==> config.mk <==
export PLATFORM = sky130hd
export DESIGN_NAME = imem_loader
export DESIGN_NICKNAME = d
export VERILOG_FILES = /design/src/rtl/imem_loader.sv
export SDC_FILE = /design/constraint.sdc
export NUM_CORES = 1
export LEC_CHECK = 0
export CAP_MARGIN = 20
export CORE_UTILIZATION = 48
export DETAILED_ROUTE_END_ITERATION = 8
export GPL_TIMING_DRIVEN = 0
export PLACE_DENSITY = 0.75
export SKIP_LAST_GASP = 1
export SLEW_MARGIN = 20
export SYNTH_ARGS = -nofsm -noshare
export SYNTH_HDL_FRONTEND = slang
export SYNTH_SLANG_ARGS = --single-unit
==> constraint.sdc <==
create_clock -name clk -period 2.5 [get_ports clk]
set_input_delay 0.25 -clock clk [delete_from_list [all_inputs] [get_ports clk]]
set_output_delay 0.25 -clock clk [all_outputs]
set_load 0.03 [all_outputs]
==> src/rtl/imem_loader.sv <==
// Loads a big-endian byte stream into instruction memory and releases CPU reset once the image is complete.
// Each word takes 4 accepted bytes plus 1 write cycle; rx_ready is low outside RECV, so the source holds its byte.
module imem_loader #(
  parameter int ADDR_W = 8
) (
  input  logic              clk,
  input  logic              rst,
  input  logic              start,
  input  logic [ADDR_W:0]   word_count,
  input  logic [7:0]        rx_data,
  input  logic              rx_valid,
  output logic              rx_ready,
  output logic              im_we,
  output logic [ADDR_W-1:0] im_addr,
  output logic [31:0]       im_wdata,
  output logic              cpu_rst,
  output logic              busy,
  output logic              done,
  output logic [31:0]       checksum
);

  typedef enum logic [1:0] {
    S_IDLE  = 2'd0,
    S_RECV  = 2'd1,
    S_WRITE = 2'd2,
    S_DONE  = 2'd3
  } state_t;

  localparam logic [ADDR_W:0] CAP  = {1'b1, {ADDR_W{1'b0}}};
  localparam logic [ADDR_W:0] ZERO = '0;

  state_t          state;
  state_t          state_nxt;
  logic [ADDR_W:0] target;
  logic [ADDR_W:0] start_target;
  logic [ADDR_W:0] word_cnt;
  logic [ADDR_W:0] word_cnt_inc;
  logic [1:0]      byte_cnt;
  logic            load;
  logic            take_byte;
  logic            last_word;

  // Requests beyond memory capacity saturate so im_addr can never wrap within a load.
  assign start_target = (word_count > CAP) ? CAP : word_count;
  assign load         = start && ((state == S_IDLE) || (state == S_DONE));
  assign take_byte    = rx_valid && (state == S_RECV);
  assign word_cnt_inc = word_cnt + (ADDR_W + 1)'(1);
  assign last_word    = (word_cnt_inc == target);

  always_ff @(posedge clk) begin
    if (rst) begin
      state <= S_IDLE;
    end else begin
      state <= state_nxt;
    end
  end

  always_comb begin
    state_nxt = state;
    rx_ready  = 1'b0;
    im_we     = 1'b0;
    cpu_rst   = 1'b1;
    busy      = 1'b0;
    done      = 1'b0;
    unique case (state)
      S_IDLE: begin
        if (start) begin
          state_nxt = (start_target == ZERO) ? S_DONE : S_RECV;
        end
      end
      S_RECV: begin
        rx_ready = 1'b1;
        busy     = 1'b1;
        if (rx_valid && (byte_cnt == 2'd3)) begin
          state_nxt = S_WRITE;
        end
      end
      S_WRITE: begin
        im_we     = 1'b1;
        busy      = 1'b1;
        state_nxt = last_word ? S_DONE : S_RECV;
      end
      S_DONE: begin
        cpu_rst = 1'b0;
        done    = 1'b1;
        if (start) begin
          state_nxt = (start_target == ZERO) ? S_DONE : S_RECV;
        end
      end
      default: state_nxt = S_IDLE;
    endcase
  end

  always_ff @(posedge clk) begin
    if (rst) begin
      target   <= '0;
      word_cnt <= '0;
      byte_cnt <= '0;
      im_addr  <= '0;
      im_wdata <= '0;
      checksum <= '0;
    end else if (load) begin
      target   <= start_target;
      word_cnt <= '0;
      byte_cnt <= '0;
      im_addr  <= '0;
      im_wdata <= '0;
      checksum <= '0;
    end else begin
      if (take_byte) begin
        // Shift-in gives big-endian packing: the first byte ends up in [31:24].
        im_wdata <= {im_wdata[23:0], rx_data};
        byte_cnt <= byte_cnt + 2'd1;
      end
      if (state == S_WRITE) begin
        checksum <= checksum + im_wdata;
        word_cnt <= word_cnt_inc;
        if (!last_word) begin
          im_addr <= im_addr + ADDR_W'(1);
        end
      end
    end
  end

endmodule
# ---- Word level (Yosys, flattened, before mapping)
# Index checks and enable logic that the tools add are counted.
dict set report word_totals {
  reg_bits 94
  input_bits 21
  out_inout_bits 77
  wordCells 42
}
dict set report classes {
  n_addsub 4
  order_cmp 1
  eq_ne 7
  mux 11
  bitwise_logic 1
  reduce_logical 11
}
# cell n
set ops {}
lappend ops {{32-bit adder} 1}
lappend ops {{9-bit by 1-bit adder with 9-bit output (second input constant)} 1}
lappend ops {{9-bit == test} 1}
lappend ops {{9-bit greater-than comparator (second input constant)} 1}
lappend ops {{9-bit logical NOT} 1}
lappend ops {{9-bit two-way mux} 1}
lappend ops {{8-bit by 1-bit adder with 8-bit output (second input constant)} 1}
lappend ops {{2-bit two-way mux} 4}
lappend ops {{2-bit == test (second input constant)} 3}
lappend ops {{2-bit case mux with 3 select lines} 1}
lappend ops {{2-bit OR reduction} 3}
lappend ops {{1-bit two-way mux} 5}
lappend ops {{2-bit by 1-bit inequality test with 1-bit output (second input constant)} 2}
lappend ops {{2-bit AND reduction} 2}
lappend ops {{1-bit logical AND} 3}
lappend ops {{2-bit by 1-bit adder with 2-bit output (second input constant)} 1}
lappend ops {{2-bit by 1-bit == test with 1-bit output (second input constant)} 1}
lappend ops {{2-bit logical NOT} 1}
lappend ops {{1-bit logical OR} 1}
lappend ops {{1-bit NOT} 1}

# ---- Logic depth before layout (Yosys ltp)
# Gate-level depths: netlist of the first run.
dict set report depth {
  depth_word 6
  ltp_mapped 10
  ltp_nobuf 10
}

# ---- Worst setup path before layout of the first run
# OpenSTA, ideal clock, no wires.
dict set report synth_timing {
  path_kind {register to register}
  from {register im_wdata[0]}
  to {register checksum[12]}
  setup_time_ns 0.122
  t_arrival_ns 2.646
  t_required_ns 2.378
  setup_slack_ns -0.268
  path_stages_with_launch 11
  n_path_buf 0
  period_less_slack_ns 2.768
  cell_sequence {dfxtp_1 > ha_1 > fa_1 > a211oi_1 > o21bai_1 > a21o_1 > a21oi_1 > o211ai_1 > nand2_1 > mux2_2 > a311o_1}
}
dict set report synth_between {
  elab_chain_cells 1
}
# item line_no
set synth_lines {}
lappend synth_lines {{from (decl)} 15} ;# output logic [31:0] im_wdata,
lappend synth_lines {{from (signal assigned)} 112} ;# im_wdata <= {im_wdata[23:0], rx_data};
lappend synth_lines {{32-bit adder} 116} ;# checksum <= checksum + im_wdata;
lappend synth_lines {{to (signal assigned)} 116}
lappend synth_lines {{to (decl)} 19} ;# output logic [31:0] checksum
# No other way between the ends.
# A chain may end at the register's enable or synchronous reset.

# ---- Worst setup path in the final report of the first run
# Ends and elaborated chain as after synthesis.

==> results of run 1 <==
-- path summary, 6_finish.rpt --
| path | from | end | slack [ps] | cells past startpoint |
|---|---|---|---|---|
| setup reg to reg | im_wdata[0] | checksum[12] | -170 | 11 |
| setup / recovery | im_wdata[0] | checksum[12] | -170 | 11 |
| hold reg to reg | byte_cnt[1] | byte_cnt[1] | 470 | 2 |
| hold / removal | rst | target[7] | 290 | 2 |
-- repair_timing --
action | in CTS | in global routing
gates resized for setup | 29 | 34
pin swaps | 21 | 11
setup endpoints to repair | 36 | 38
setup buffers | 10 | 8
-- sequential cells by signal, summed over array words and instances (netlist names) --
register,count
byte_cnt,2
im_wdata,32
target,9
im_addr,8
state,2
word_cnt,9
checksum,32
-- stage by stage --
stage                     total power [mW]  setup slack [ps]
final                                 3.59              -167
after global routing                  3.72              -285
after CTS                             3.57             -94.1
after detailed placement              2.24              -368
after global placement                2.22              -285
after floorplan                       1.99             -13.9
-- critical path: cells and delay by family, from the launching register on --
kind,cells,cell delay [ps]
buf+inv,1,140
mux,1,300
fa+ha+maj,2,530
simple gates,1,110
flops,1,350
compound gates,6,1100
-- report_power, final --
group	internal, mW	leakage (nW)	switching, mW
clock	0.733	0.135	0.610
combinational	0.222	1.83	0.455
sequential	1.53	0.763	0.0406
total	2.49	2.73	1.11
-- cell type report --
type | count | area (µm²)
tap | 140 | 175
sequential | 94 | 1900
inverter | 16 | 60.1
clock buffer | 12 | 256
clock inverter | 4 | 30.0
timing repair buffer | 114 | 1100
multi-input combinational | 543 | 3670
fill | 939 | 3660
buffer | 32 | 139
-- cell usage in the layout, fill, tap and decap left out, drive strengths merged, types with 3 or more instances in the layout --
cell | synthesis | final
nand2 | 115 | 115
clkdlybuf4s50 | 0 | 96
dfxtp | 94 | 94
a21oi | 79 | 79
nor2 | 54 | 54
clkbuf | 27 | 39
ha | 37 | 37
xnor2 | 27 | 27
o21ai | 26 | 26
buf | 6 | 23
nand3 | 20 | 20
mux2i | 17 | 17
inv | 16 | 17
nor3 | 16 | 16
a21o | 16 | 16
xor2 | 15 | 15
nand4 | 11 | 11
and3 | 8 | 8
a211oi | 8 | 8
and2 | 7 | 7
nor2b | 7 | 7
a31oi | 7 | 7
a22o | 6 | 6
nor4 | 6 | 6
nor3b | 5 | 5
or3 | 5 | 5
nand2b | 4 | 4
o31ai | 4 | 4
o2111ai | 4 | 4
o21a | 3 | 3
o21bai | 3 | 3
a311o | 3 | 3
nor4b | 3 | 3
-- logic make-up after synthesis --
kind of cell | after synthesis | synth area share [%]
flip-flops | 94 | 34.3
adder cells (fa/ha/maj) | 38 | 8.80
multiplexers | 18 | 3.31
AND/OR/NAND/NOR | 268 | 22.8
buffers and inverters | 49 | 3.44
XOR/XNOR | 42 | 6.71
AO/OA/AOI/OAI | 177 | 20.7
-- metal layers --
| layer | vias up | track usage, % | part of all wire (%) |
|---|---|---|---|
| met1 | 2675 | 38.2 | 43 |
| met5 | - | 0 | 0 |
| met3 | 46 | 4.36 | 6.1 |
| li1 | 2701 | - | - |
| met2 | 233 | 47.8 | 47 |
| met4 | 0 | 13.9 | 3.7 |
==> results.json, run 1 <==
{
  "synth_area_leader_cell": "dfxtp_1",
  "cts_htree_levels": 3,
  "design.die.area_um2": 11900,
  "path_max_fanout": 2,
  "fin_cells": 955,
  "clock_sinks": 94,
  "row_count": 38,
  "p_leak_nw": 2.73,
  "grt_max_degree": 16,
  "dp_cells": 922,
  "routedWlPerCell_um": 18.1,
  "syn_nets": 745,
  "drive_above_1_share_pct": 11.4,
  "finalSetupViolCount": 10,
  "cts.path.max_buffers": 2,
  "drt_iter0_drc": 373,
  "wl_um": 17300,
  "powerDensity_nw_per_um2": 490,
  "remaining_drc_errors": 0,
  "worst_hold_slack_ps": 286,
  "yosys-top-cells-area": "dfxtp_1 34%, ha_1 8.4%, nand2_1 7.9%",
  "io_buffers": 96,
  "num_io_pins": 98,
  "path_clk_slew_ps": 70,
  "setup_slack_ps": -167,
  "failed_checks": "negative setup slack",
  "grt_usage_pct": 29.4,
  "netlist_instances": 686,
  "setup_tns_ps": -613,
  "antenna_found_initial": 0,
  "synth_seq_area_share_pct": 34.3,
  "status": "complete, but fails checks",
  "synth_seq_cells": 94,
  "syn_avg_cell_area_um2": 8.00,
  "ys.warnings.count": 0,
  "synth_area_um2": 5490,
  "clk_latency_ps": 340,
  "initial_core_util_pct": 49.9,
  "cp-end-kind": "flop",
  "crit_type": "flop to flop",
  "gp_congestion": 0.949,
  "n_antenna_cell": 0,
  "vias": 5655,
  "synth_most_common_cell": "nand2_1",
  "max_stage_delay_ps": 370,
  "peakVddDrop_mv": 0.381,
  "grt_pass1_vias": 5422,
  "hp-class": "input port to flop",
  "drtAntennaViolNets": 0,
  "postCtsHoldBufs": 0,
  "synth_common_cells": "115 x nand2_1, 94 x dfxtp_1, 78 x a21oi_1",
  "dr.pass1.iters": 5,
  "ys.flop_type": "dfxtp_1",
  "fin_crit_sh_pct": 107,
  "num-nets-final": 869,
  "rsz0062_at_grt": "yes",
  "cp_slowest_cell": "fa_2",
  "via_per_inst": 5.92,
  "async_reset_ff_share_pct": 0,
  "arrival_ps": 2890,
  "netlist.area_leader.share_pct": 34.3,
  "cts_tree": "done",
  "start_kind": "flop",
  "fin_util_pct": 66.7,
  "root_buffer": "clkbuf_16",
  "hold_viol": 0,
  "tightest_slew_ps": 745,
  "synth_edf_count": 0,
  "area_growth_pct": 33.6,
  "fin_area_um2": 7330,
  "dpl-instance-area_um2": 6650,
  "core_area_um2": 11000,
  "grt_overflow": 0,
  "fin_crit_ps": 2670,
  "fin_worst_skew_ps": 7.51,
  "cap_viol_max_count": 0,
  "synth_cell_type_count": 62,
  "drv_slew": 0,
  "die_x_um": 109,
  "grt_pass1_wl_um": 26900,
  "crit_chain": "ha_4 > fa_2 > a211oi_2 > o21bai_1 > buf_4 > a21o_1 > a21oi_2 > o211ai_1 > nand2_1 > mux2_4 > a311o_1",
  "max_slew_margin_pct": 50.3,
  "hpwlAfterDp_um": 12100,
  "required_ps": 2720,
  "die_h_um": 109,
  "timing.fmax_ghz": 0.375,
  "cts_made_buffers": 9
}
No activity file was read; power rests on OpenSTA's default activity.
==> inputs of run 2 (changes only) <==
- HOLD_SLACK_MARGIN: not set -> 0.05
- clock period: 2.5 -> 2.2 ns (I/O delays scaled with it)
==> run 2 against run 1 <==
Compared with the run above: the run still ends with negative setup slack left; power increased by 13%; global-route usage up 1.2 points; count of clock-buffer cells in the layout shrank 3; critical endpoint unchanged.
==> results.json, run 2 (synthesis results as in run 1) <==
{
  "cts_tree": "done",
  "internal_power_mw": 2.77,
  "p_clk_share_pct": 35.9,
  "routedWlPerCell_um": 18.9,
  "wl_um": 18400,
  "cp-end-kind": "flop",
  "fin_area_um2": 7900,
  "remaining_drc_errors": 0,
  "core_area_um2": 11000,
  "hpwlAfterDp_um": 12400,
  "peakVddDrop_mv": 0.459,
  "p_leak_nw": 2.91,
  "vias": 5954,
  "num_io_pins": 98,
  "final_cell_mix": "112 x nand2_1, 95 x clkdlybuf4s50_1, 61 x dfxtp_1, 60 x a21oi_1, 52 x nor2_1",
  "fin_cells": 975,
  "hold_viol": 0,
  "cts.path.max_buffers": 2,
  "row_count": 38,
  "cap_viol_max_count": 0,
  "dp_cells": 922,
  "timing.fmax_ghz": 0.378,
  "max_slew_margin_pct": 39.6,
  "drv_slew": 0,
  "die_x_um": 109,
  "cp_num_buf_inv": 0,
  "reg_top3": "checksum (32), im_wdata (32)",
  "fin_crit_ps": 2650,
  "fillCellCount": 818,
  "via_per_inst": 6.11,
  "path_clk_slew_ps": 60,
  "root_buffer": "clkbuf_16",
  "drive_above_1_share_pct": 23.4,
  "fin_crit_sh_pct": 120,
  "failed_checks": "negative setup slack",
  "crit_chain": "ha_4 > fa_2 > a211oi_4 > o21bai_2 > a21o_1 > a21oi_2 > o211ai_1 > nand2_1 > mux2_4 > a311o_1",
  "tightest_slew_ps": 907,
  "cp_top_family": "compound AO/OA/AOI/OAI gates",
  "finalSetupViolCount": 21,
  "grt_usage_pct": 30.6,
  "cts_htree_levels": 3,
  "swShare_pct": 31.7,
  "fin_worst_skew_ps": 8.44,
  "pwr-share-comb_pct": 20.3,
  "n_antenna_cell": 0,
  "clock_sinks": 94,
  "gp_congestion": 0.967,
  "design.die.area_um2": 11900,
  "postCtsHoldBufs": 0,
  "arrival_ps": 2890,
  "max_stage_delay_ps": 360,
  "die_h_um": 109,
  "grt_pass1_vias": 5572,
  "powerDensity_nw_per_um2": 514,
  "io_buffers": 96,
  "area_growth_pct": 44.0,
  "layout_commonest_cell": "nand2_1",
  "switching_power_mw": 1.28,
  "grt_overflow": 0,
  "path_max_fanout": 2,
  "required_ps": 2440,
  "initial_core_util_pct": 49.9,
  "status": "complete, but fails checks",
  "rsz0062_at_grt": "yes",
  "clk_latency_ps": 360,
  "hp-class": "input port to flop",
  "cp_slowest_cell": "fa_2",
  "num-nets-final": 890,
  "drtAntennaViolNets": 0,
  "start_kind": "flop",
  "crit_type": "flop to flop",
  "cts_made_buffers": 9,
  "drt_iter0_drc": 411,
  "grt_max_degree": 16,
  "setup_slack_ps": -447,
  "dpl-instance-area_um2": 6780,
  "antenna_found_initial": 0,
  "grt_pass1_wl_um": 27900,
  "seq_power_share_pct": 43.9,
  "dr.pass1.iters": 7
}
run 2: metrics by stage:
stage	util [%]	setup WS, ps	power (mW)	setup TNS, ps	hold WS [ps]
after floorplan	-	-154	2.27	-1090	329
after global placement	61.7	-476	2.53	-18850	449
after detailed placement	61.7	-481	2.55	-22160	464
after CTS	68.1	-327	4.01	-3670	217
after global routing	71.9	-537	4.17	-7410	258
final	71.9	-447	4.06	-5430	225
run 2: final cells by class:
| class | count | area, µm² | share of cell area, % |
|---|---|---|---|
| clock buffer | 9 | 225 | 2.85 |
| clock inverter | 6 | 40.0 | 0.507 |
| buffer | 33 | 180 | 2.28 |
| timing repair buffer | 134 | 1270 | 16.0 |
| multi-input combinational | 543 | 4000 | 50.6 |
| sequential | 94 | 1950 | 24.7 |
| tap | 140 | 175 | 2.22 |
| inverter | 16 | 60.1 | 0.760 |
run 2: timing repair:
| action | in CTS | in global routing |
|---|---|---|
| setup buffers | 23 | 16 |
| gates resized for setup | 68 | 90 |
| endpoints found under the setup margin | 89 | 88 |
| pin swaps | 45 | 38 |
run 2: layer usage:
layer  part of all wire (%)  global-route usage, %  up-vias
met5                      0                      0        -
met4                    4.1                   16.4        0
met3                    8.1                   5.44       71
met2                     47                   49.6      314
met1                     41                   38.5     2830
li1                       -                      -     2739
run 2: power groups by stage:
stage	clock network [mW]	logic (mW)	registers, mW
floorplan	0	0.430	1.84
global placement	0	0.714	1.82
detailed placement	0	0.730	1.82
CTS	1.45	0.776	1.78
global route	1.52	0.869	1.78
finish	1.45	0.822	1.78
run 2: worst paths after layout:
kind	from	to	slack [ps]	cells past startpoint
max	im_wdata[0]	checksum[12]	-450	10
min	rst	target[7]	220	2
max reg2reg	im_wdata[0]	checksum[12]	-450	10
min reg2reg	byte_cnt[1]	byte_cnt[1]	470	2
run 2: worst register-to-register path, stage by stage, from the launching register on:
cell and delay [ps]:
dfxtp_4 350, ha_4 160, fa_2 370, a211oi_4 260
o21bai_2 140, a21o_1 210, a21oi_2 200, o211ai_1 160
nand2_1 130, mux2_4 300, a311o_1 260
==> inputs of run 3 (changes only) <==
==> constraint.sdc (replaced) <==
create_clock -name clk -period 2.2 [get_ports clk]
set_input_delay 0.44 -clock clk [delete_from_list [all_inputs] [get_ports clk]]
set_output_delay 0.44 -clock clk [all_outputs]
set_load 0.03 [all_outputs]
==> run 3 against run 2 <==
Compared with the run above: power fell by 0.18%; final cell count did not move; clock power barely moved; critical path type unchanged; the flow still finishes with violations (negative setup slack); setup slack got worse by 0.84 ps; largest power group unchanged.
==> results.json, run 3 (synthesis results as in run 1) <==
{
  "status": "complete, but fails checks",
  "failed_checks": "negative setup slack",
  "cts_tree": "done",
  "tightest_slew_ps": 879,
  "path_clk_slew_ps": 60,
  "remaining_drc_errors": 0,
  "p_leak_nw": 2.92,
  "grt_overflow": 0,
  "via_per_inst": 6.07,
  "antenna_found_initial": 0,
  "wl_um": 18400,
  "n_antenna_cell": 0,
  "grt_pass1_vias": 5572,
  "finalSetupViolCount": 21,
  "hpwlAfterDp_um": 12400,
  "clock_sinks": 94,
  "cp_slowest_cell": "fa_2",
  "cts.path.max_buffers": 2,
  "grt_usage_pct": 30.6,
  "reg2reg_depth": 10,
  "pre_cts_ws_ps": -594,
  "die_h_um": 109,
  "core_area_um2": 11000,
  "cp-end-kind": "flop",
  "crit_chain": "ha_4 > fa_2 > a211oi_4 > o21bai_2 > a21o_1 > a21oi_2 > o211ai_1 > nand2_1 > mux2_4 > a311o_1",
  "reg_top3": "checksum (32), im_wdata (32)",
  "grt_pass1_wl_um": 27900,
  "drt_iter0_drc": 441,
  "cap_viol_max_count": 0,
  "cts_made_buffers": 9,
  "start_kind": "flop",
  "hold_viol": 0,
  "area_growth_pct": 44.0,
  "cts_htree_levels": 3,
  "rsz0062_at_grt": "yes",
  "hold_depth": 2,
  "drive_above_1_share_pct": 23.4,
  "max_stage_delay_ps": 360,
  "routedWlPerCell_um": 18.9,
  "arrival_ps": 2890,
  "timing.fmax_ghz": 0.378,
  "fin_crit_ps": 2650,
  "root_buffer": "clkbuf_16",
  "drv_slew": 0,
  "fillCellCount": 822,
  "dp_cells": 922,
  "initial_core_util_pct": 49.9,
  "gp_congestion": 0.967,
  "crit_type": "flop to flop",
  "peakVddDrop_mv": 0.459,
  "die_x_um": 109,
  "vias": 5919,
  "row_count": 38,
  "path_max_fanout": 2,
  "setup_slack_ps": -448,
  "num-nets-final": 890,
  "num_io_pins": 98,
  "powerDensity_nw_per_um2": 513,
  "drtAntennaViolNets": 0,
  "postCtsHoldBufs": 0,
  "grt_max_degree": 16,
  "finalPower_mw": 4.05,
  "design.die.area_um2": 11900,
  "hp-class": "input port to flop",
  "fin_cells": 975,
  "clk_latency_ps": 360,
  "dr.pass1.iters": 7,
  "max_slew_margin_pct": 41.4,
  "setup_tns_ps": -5410,
  "fin_crit_sh_pct": 120,
  "required_ps": 2440,
  "final_cell_mix": "112 x nand2_1, 94 x clkdlybuf4s50_1, 61 x dfxtp_1, 60 x a21oi_1, 52 x nor2_1",
  "worst_hold_slack_ps": 446,
  "layout_commonest_cell": "nand2_1",
  "io_buffers": 96,
  "fin_worst_skew_ps": 9.31
}
run 3: cell types whose count changed in the layout (fill, tap and decap cells not counted):
cell,previous run,this run
clkdlybuf4s50_1,95,94
dlygate4sd2_1,0,1
run 3: metal layers:
| layer | share of wire, % | wire [µm] | global-route usage, % |
|---|---|---|---|
| met5 | 0 | 0 | 0 |
| met1 | 41 | 7530 | 38.5 |
| met3 | 8.0 | 1480 | 5.44 |
| met2 | 47 | 8660 | 49.6 |
| met4 | 4.1 | 762 | 16.4 |
run 3: worst paths after layout:
path,startpoint,endpoint,slack (ps)
worst max-delay path,im_wdata[0],checksum[12],-450
worst min-delay path,rst,target[7],450
worst max register to register,im_wdata[0],checksum[12],-450
worst min register to register,byte_cnt[1],byte_cnt[1],470
run 3: worst max-delay path: cells and delay by family, from the launching register on:
kind                       cells  cell delay (ps)
AOI/OAI and AO/OA              6             1230
adders and majority gates      2              520
DFF                            1              350
muxes                          1              300
and+or+nand+nor                1              130
run 3: cell type report:
class | count | area, µm² | share of cell area, %
Tap cell | 140 | 175 | 2.22
Timing Repair Buffer | 134 | 1270 | 16.0
Multi-Input combinational cell | 543 | 4000 | 50.6
Sequential cell | 94 | 1950 | 24.7
Buffer | 33 | 180 | 2.28
Clock inverter | 6 | 40.0 | 0.507
Clock buffer | 9 | 225 | 2.85
Inverter | 16 | 60.1 | 0.761
run 3: what timing repair did:
action / CTS / global route
endpoints found under the setup margin: 90 / 88
buffers inserted: 23 / 16
pin swaps: 45 / 38
resized for setup: 69 / 90
run 3: per-stage QoR:
stage / utilization [%] / cell area (µm²)
after CTS: 68.0 / 7470
after floorplan: - / 5640
after detailed placement: 61.7 / 6780
final: 71.9 / 7900
after global placement: 61.7 / 6780
after global routing: 71.9 / 7900
run 3: power by group:
part / switching, mW / leakage, nW / total, mW / internal [mW]
Clock: 0.695 / 0.131 / 1.45 / 0.758
Combinational: 0.539 / 2.01 / 0.816 / 0.276
Sequential: 0.0478 / 0.779 / 1.78 / 1.73
